===== config.mk =====
export PLATFORM = sky130hd
export DESIGN_NAME = sp_window_estimator
export DESIGN_NICKNAME = d
export VERILOG_FILES = /design/src/rtl/sp_pkg.sv /design/src/rtl/sp_frac_div.sv /design/src/rtl/sp_window_estimator.sv
export SDC_FILE = /design/constraint.sdc
export NUM_CORES = 2
export LEC_CHECK = 0
export BUFFER_PORTS_ARGS = -buffer_cell sky130_fd_sc_hd__clkbuf_2
export CAP_MARGIN = 20
export CORE_MARGIN = 4
export CORE_UTILIZATION = 34
export CTS_CLUSTER_DIAMETER = 120
export DETAILED_ROUTE_END_ITERATION = 10
export PLACE_DENSITY_LB_ADDON = 0.1
export SLEW_MARGIN = 20
export SYNTH_ARGS = -nofsm -noshare
export SYNTH_HDL_FRONTEND = slang
export SYNTH_SLANG_ARGS = --single-unit

===== constraint.sdc =====
create_clock -name clk -period 4.03 [get_ports clk]
set_clock_uncertainty 0.05 [all_clocks]
set_input_delay 0 -clock clk [delete_from_list [all_inputs] [get_ports clk]]
set_output_delay 0 -clock clk [all_outputs]
set_load 0.02 [all_outputs]

===== src/rtl/sp_pkg.sv =====
// Shared types and sizing helpers for the signal-probability window estimator.
package sp_pkg;

    typedef enum logic [1:0] {
        IDLE,
        COUNT,
        DIV,
        OUT
    } sp_state_e;

    localparam int unsigned SP_CH   = 32;
    localparam int unsigned SP_CW   = 21;
    localparam int unsigned SP_FRAC = 16;

    localparam int unsigned SP_CH_W  = $clog2(SP_CH);
    localparam int unsigned SP_RES_W = SP_FRAC + 1;

    function automatic int unsigned ch_width(input int unsigned ch);
        return (ch < 2) ? 1 : $clog2(ch);
    endfunction

    function automatic int unsigned res_width(input int unsigned frac);
        return frac + 1;
    endfunction

endpackage


===== src/rtl/sp_frac_div.sv =====
// Iterative restoring divider producing floor(num*2^FRAC/den) as UQ1.FRAC, num <= den.
module sp_frac_div #(
    parameter int unsigned CW   = 21,
    parameter int unsigned FRAC = 16
) (
    input  logic          clk,
    input  logic          rst_n,
    input  logic          go,
    input  logic [CW-1:0] num,
    input  logic [CW-1:0] den,
    output logic          busy,
    output logic [FRAC:0] q,
    output logic          q_valid
);
    localparam int unsigned RW = FRAC + 1;
    localparam int unsigned SW = $clog2(FRAC + 1) + 1;

    logic [CW:0]   rem, rem_nxt, rem_sh;
    logic [FRAC:0] q_reg, q_nxt;
    logic [SW-1:0] step, step_nxt;
    logic          active, active_nxt;

    // q and q_valid reflect the step completing this cycle, so the caller can
    // capture the finished quotient on the same edge as the final step.
    always_comb begin
        rem_nxt    = rem;
        q_nxt      = q_reg;
        step_nxt   = step;
        active_nxt = active;
        rem_sh     = {rem[CW-1:0], 1'b0};
        if (active) begin
            if (rem_sh >= {1'b0, den}) begin
                rem_nxt = rem_sh - {1'b0, den};
                q_nxt   = q_reg | (RW'(1) << (SW'(FRAC) - step));
            end else begin
                rem_nxt = rem_sh;
            end
            step_nxt = step + SW'(1);
            if (step == SW'(FRAC)) begin
                active_nxt = 1'b0;
            end
        end else if (go) begin
            if (num == den) begin
                rem_nxt = '0;
                q_nxt   = {1'b1, {FRAC{1'b0}}};
            end else begin
                rem_nxt = {1'b0, num};
                q_nxt   = '0;
            end
            step_nxt   = SW'(1);
            active_nxt = 1'b1;
        end
    end

    always_ff @(posedge clk or negedge rst_n) begin
        if (!rst_n) begin
            rem    <= '0;
            q_reg  <= '0;
            step   <= '0;
            active <= 1'b0;
        end else begin
            rem    <= rem_nxt;
            q_reg  <= q_nxt;
            step   <= step_nxt;
            active <= active_nxt;
        end
    end

    assign busy    = active;
    assign q       = q_nxt;
    assign q_valid = active && (step == SW'(FRAC));

endmodule


===== src/rtl/sp_window_estimator.sv =====
// Per-bit signal-probability estimator over a programmable window of sampled cycles.
// Optional toggle-rate output is enabled by defining SP_TOGGLE_EN.
module sp_window_estimator
    import sp_pkg::*;
#(
    parameter int unsigned CH   = SP_CH,
    parameter int unsigned CW   = SP_CW,
    parameter int unsigned FRAC = SP_FRAC
) (
    input  logic                  clk,
    input  logic                  rst_n,
    input  logic                  start,
    input  logic [CW-1:0]         win_len,
    input  logic                  en,
    input  logic [CH-1:0]         word,
    output logic                  busy,
    output logic                  res_valid,
    input  logic                  res_ready,
    output logic [$clog2(CH)-1:0] res_ch,
    output logic [FRAC:0]         res_sp,
`ifdef SP_TOGGLE_EN
    output logic [FRAC:0]         res_tog,
`endif
    output logic                  done
);
    localparam int unsigned CHW = ch_width(CH);
    localparam int unsigned RW  = res_width(FRAC);
    localparam logic [CHW-1:0] LAST_CH = CHW'(CH - 1);

    sp_state_e       state, state_nxt;
    logic [CW-1:0]   win_q, smp_cnt;
    logic [CW-1:0]   hi_cnt [CH];
    logic [CHW-1:0]  ch;
    logic            start_ok, sample, win_close, handshake;
    logic            div_go, div_busy, div_q_valid, div_last, sp_load;
    logic [CW-1:0]   div_num;
    logic [RW-1:0]   div_q;

    assign start_ok  = (state == IDLE) && start && (win_len != '0);
    assign sample    = (state == COUNT) && en;
    assign win_close = sample && (CW'(smp_cnt + CW'(1)) == win_q);
    assign handshake = (state == OUT) && res_ready;
    assign div_go    = (state == DIV) && !div_busy;
    assign res_ch    = ch;

    always_ff @(posedge clk or negedge rst_n) begin
        if (!rst_n) begin
            state <= IDLE;
        end else begin
            state <= state_nxt;
        end
    end

    always_comb begin
        state_nxt = state;
        busy      = 1'b1;
        res_valid = 1'b0;
        case (state)
            IDLE: begin
                busy = 1'b0;
                if (start_ok) state_nxt = COUNT;
            end
            COUNT: if (win_close) state_nxt = DIV;
            DIV:   if (div_last) state_nxt = OUT;
            OUT: begin
                res_valid = 1'b1;
                if (res_ready) state_nxt = (ch == LAST_CH) ? IDLE : DIV;
            end
            default: state_nxt = IDLE;
        endcase
    end

    always_ff @(posedge clk or negedge rst_n) begin
        if (!rst_n) begin
            win_q   <= '0;
            smp_cnt <= '0;
            ch      <= '0;
            res_sp  <= '0;
            done    <= 1'b0;
            for (int unsigned i = 0; i < CH; i++) hi_cnt[i] <= '0;
        end else begin
            done <= 1'b0;
            if (start_ok) begin
                win_q   <= win_len;
                smp_cnt <= '0;
                for (int unsigned i = 0; i < CH; i++) hi_cnt[i] <= '0;
            end
            if (sample) begin
                smp_cnt <= smp_cnt + CW'(1);
                for (int unsigned i = 0; i < CH; i++) hi_cnt[i] <= hi_cnt[i] + CW'(word[i]);
                if (win_close) ch <= '0;
            end
            if (sp_load) res_sp <= div_q;
            if (handshake) begin
                if (ch == LAST_CH) done <= 1'b1;
                else               ch   <= ch + CHW'(1);
            end
        end
    end

`ifdef SP_TOGGLE_EN
    logic [CW-1:0] tog_cnt [CH];
    logic [CH-1:0] prev_word;
    logic          pass;

    // Each channel is divided twice: pass 0 for hi_cnt, pass 1 for tog_cnt.
    always_ff @(posedge clk or negedge rst_n) begin
        if (!rst_n) begin
            prev_word <= '0;
            pass      <= 1'b0;
            res_tog   <= '0;
            for (int unsigned i = 0; i < CH; i++) tog_cnt[i] <= '0;
        end else begin
            if (start_ok) begin
                for (int unsigned i = 0; i < CH; i++) tog_cnt[i] <= '0;
            end
            if (sample) begin
                prev_word <= word;
                if (smp_cnt != '0) begin
                    for (int unsigned i = 0; i < CH; i++)
                        tog_cnt[i] <= tog_cnt[i] + CW'(word[i] ^ prev_word[i]);
                end
            end
            if (div_q_valid) begin
                pass <= !pass;
                if (pass) res_tog <= div_q;
            end
        end
    end

    assign div_num  = pass ? tog_cnt[ch] : hi_cnt[ch];
    assign div_last = div_q_valid && pass;
    assign sp_load  = div_q_valid && !pass;
`else
    assign div_num  = hi_cnt[ch];
    assign div_last = div_q_valid;
    assign sp_load  = div_q_valid;
`endif

    sp_frac_div #(
        .CW   (CW),
        .FRAC (FRAC)
    ) u_div (
        .clk     (clk),
        .rst_n   (rst_n),
        .go      (div_go),
        .num     (div_num),
        .den     (win_q),
        .busy    (div_busy),
        .q       (div_q),
        .q_valid (div_q_valid)
    );

endmodule

==> results.ini <==
[grt]
grt_max_degree = 138
grt.overflow.total = 0
met2_usage_pct = 41.9
grtUsageMet3_pct = 4.07
grt_pass1_vias = 38943
gr-usage-met1_pct = 35.5
antenna_found_initial = 9
top_usage_layer = met2
track_usage_pct = 25.9
grt_first_pass_wirelength_mm = 267

[worst_setup_path]
slowest_delay_ns = 0.60
cp_slowest_cell = dfrtp_4
r2r_start = res_ch[2]
crit_cells = 12
path_delay_family = simple AND/OR/NAND/NOR gates
startpoint_type = register
r2r-end = u_div.rem[8]
cp_num_buf_inv = 3
reg2regPathDepth = 12
worst_ep_required_time_ns = 4.57
worst_ep_arrival_time_ns = 4.43
reg2reg_setup_slack_ns = 0.14
crit_type = reg -> reg
worst-path-max-fanout = 41
crit_chain = buf_12, buf_4, nor2_1, a22oi_1, a31o_2, o21ai_0, nand4_1, nor4_1, buf_4, nand4_1, nor2b_4, a221o_1
startpoint = res_ch[2]
end_kind = register
endpoint = u_div.rem[8]

[final_layout]
final_cells = 6866
fin_area_um2 = 52200
drive_above_1_share_pct = 12.4
fin_nets = 5203
largest-register = hi_cnt
final_common_cell = dfrtp_1
area_growth_pct = 16.6
largest_reg_flops = 672
mostFrequentLayoutCells = 779 x dfrtp_1, 745 x o21ai_0, 654 x nand2_1, 546 x nand3_1, 315 x nor2_1

[clocking]
cts-htree-levels = 3
cts_tree = yes
clock-root-buffer = clkbuf_16
clk_pin_slew_ns = 0.06
clk_latency_ns = 0.73
post_cts_buffers = 0
ctsLongestPathBuffers = 3
clkSinkCount = 784
cts_buffers = 97

[hold_path]
hp-class = in -> reg

[floorplan]
start_util_pct = 34.4
io_pins = 83
placementRows = 132
dieHeight_um = 371
core-area_um2 = 130000
dieWidth_um = 371
die_area_um2 = 137000

[synth]
synth_nets = 5026
async_reset_ff_share_pct = 100
ys_types = 83
ys_seq_elements = 784
syn_inst = 4873
synth_ff_type = dfrtp_1
avgSynthCellArea_um2 = 9.18
yosysSeqAreaShare_pct = 43.8
synth-edff-count = 0
yosysWarnings = 0
synth_area_um2 = 44800

[run_status]
status = completed

[drt]
num_vias = 40572
wl_per_cell_um = 26.2
drt_iter0_markers = 3666
postRouteAntennaNets = 0
drt-pass1-iter-count = 5
wl_mm = 180
drc = 0
vias_per_cell = 5.91

[timing]
tns_ns = 0
worst_pin_slew_ns = 1.09
hold_slack_ns = 0.0508
fmax_mhz = 257
rsz0062_at_grt = false
slew_headroom_pct = 26.7
hold_viol = 0
setup_viol = 0
slew_viol_final = 0
period_needed_ns = 3.89
period_share_pct = 96.5

[place]
placed_cells = 6626
hpwl_mm = 131
placed_cell_area_um2 = 48100
numPortBuffers = 82
globalplace.congestion = 0.946

[run]
maxCapViolations = 0

[power_and_ir_drop]
p_leak_nw = 21.6
peakVddDrop_mv = 0.309
power.total_mw = 21.0
p_per_area_nw_per_um2 = 401

## metal layers
layer / wire length [µm] / share of wire, %
met5: 0 / 0
met4: 6330 / 3.5
met3: 10700 / 5.9
met2: 83900 / 47
met1: 79100 / 44
## how the worst min path moves through the flow
stage	cells after the start	slack [ns]	start	end
detailed placement	1	0.1	rst_n	hi_cnt[529]
floorplan	0	-0.35	rst_n	done
global route	4	0.07	win_len[0]	win_q[0]
finish	4	0.05	win_len[15]	win_q[15]
CTS	4	0.005	win_len[14]	win_q[14]
global placement	1	0.09	rst_n	hi_cnt[592]
## report_power, final
group	leakage, nW	switching (mW)	internal (mW)
clock network	1.67	3.72	5.74
registers	10.8	0.871	8.39
logic	9.17	1.33	0.905
total	21.6	5.92	15.0
## area by class of cell
cell class | instances | area, µm²
fillers | 13069 | 78000
clock buffers | 136 | 2810
multi-input cells | 3758 | 23700
repair buffers | 331 | 2940
clock inverters | 36 | 594
inverters | 78 | 293
flip-flops and latches | 784 | 19600
well taps | 1742 | 2180
diodes | 1 | 2.50
## cell usage after synthesis (5+ instances only)
library cell | count | area share [%]
dfrtp_1 | 784 | 44
o21ai_0 | 745 | 8.3
nand2_1 | 655 | 5.5
nand3_1 | 546 | 6.1
nor2_1 | 318 | 2.7
clkbuf_1 | 184 | 1.5
nand4_1 | 153 | 2.1
mux4_2 | 132 | 6.6
o31ai_1 | 128 | 2.1
o211ai_1 | 119 | 2.0
and3_1 | 116 | 1.6
mux2i_1 | 112 | 2.5
ha_1 | 94 | 2.6
inv_1 | 76 | 0.64
a21oi_1 | 68 | 0.76
xor2_1 | 58 | 1.1
nor3_1 | 48 | 0.54
or3_1 | 45 | 0.63
mux2_2 | 38 | 0.96
xnor2_1 | 38 | 0.74
a22oi_1 | 35 | 0.59
a31oi_1 | 32 | 0.45
buf_2 | 24 | 0.27
and2_1 | 21 | 0.29
o21a_1 | 21 | 0.35
and4_1 | 20 | 0.39
buf_4 | 20 | 0.34
o22ai_1 | 19 | 0.27
or2_2 | 17 | 0.24
a22o_1 | 16 | 0.31
nor2b_1 | 16 | 0.22
a221o_1 | 15 | 0.34
nor4_1 | 15 | 0.21
buf_1 | 13 | 0.11
nand2b_1 | 11 | 0.15
a21o_1 | 10 | 0.17
buf_6 | 10 | 0.25
nor3b_1 | 7 | 0.12
a211oi_1 | 6 | 0.10
or4_1 | 6 | 0.10
a211o_1 | 5 | 0.098
## through the flow
stage / worst slack [ns] / util [%]
floorplan: 0.760 / -
global placement: 0.198 / 37.0
detailed placement: 0.171 / 37.0
CTS: 0.153 / 40.1
global route: 0.0165 / 40.1
finish: 0.142 / 40.1
## worst reg2reg max path, stage by stage (launching register included)
cell,delay [ns]
dfrtp_4,0.60
buf_12,0.23
buf_4,0.37
nor2_1,0.44
a22oi_1,0.17
a31o_2,0.29
o21ai_0,0.15
nand4_1,0.13
nor4_1,0.39
buf_4,0.18
nand4_1,0.17
nor2b_4,0.24
a221o_1,0.36
## timing repair
| item | CTS | global route |
|---|---|---|
| resized for setup | 0 | 1 |
| endpoints found under the hold margin | 601 | 0 |
| endpoints found under the setup margin | 0 | 19 |
| hold buffers | 67 | 0 |
## cells by family after synthesis
group	after synthesis	share of synthesized area, %
simple gates	2015	21.4
compound gates	1270	16.9
mux	282	10.1
fa+ha+maj	95	2.67
flops	784	43.8
buf+inv	331	3.18
xor+xnor	96	1.88
No activity file was read; power rests on OpenSTA's default activity.
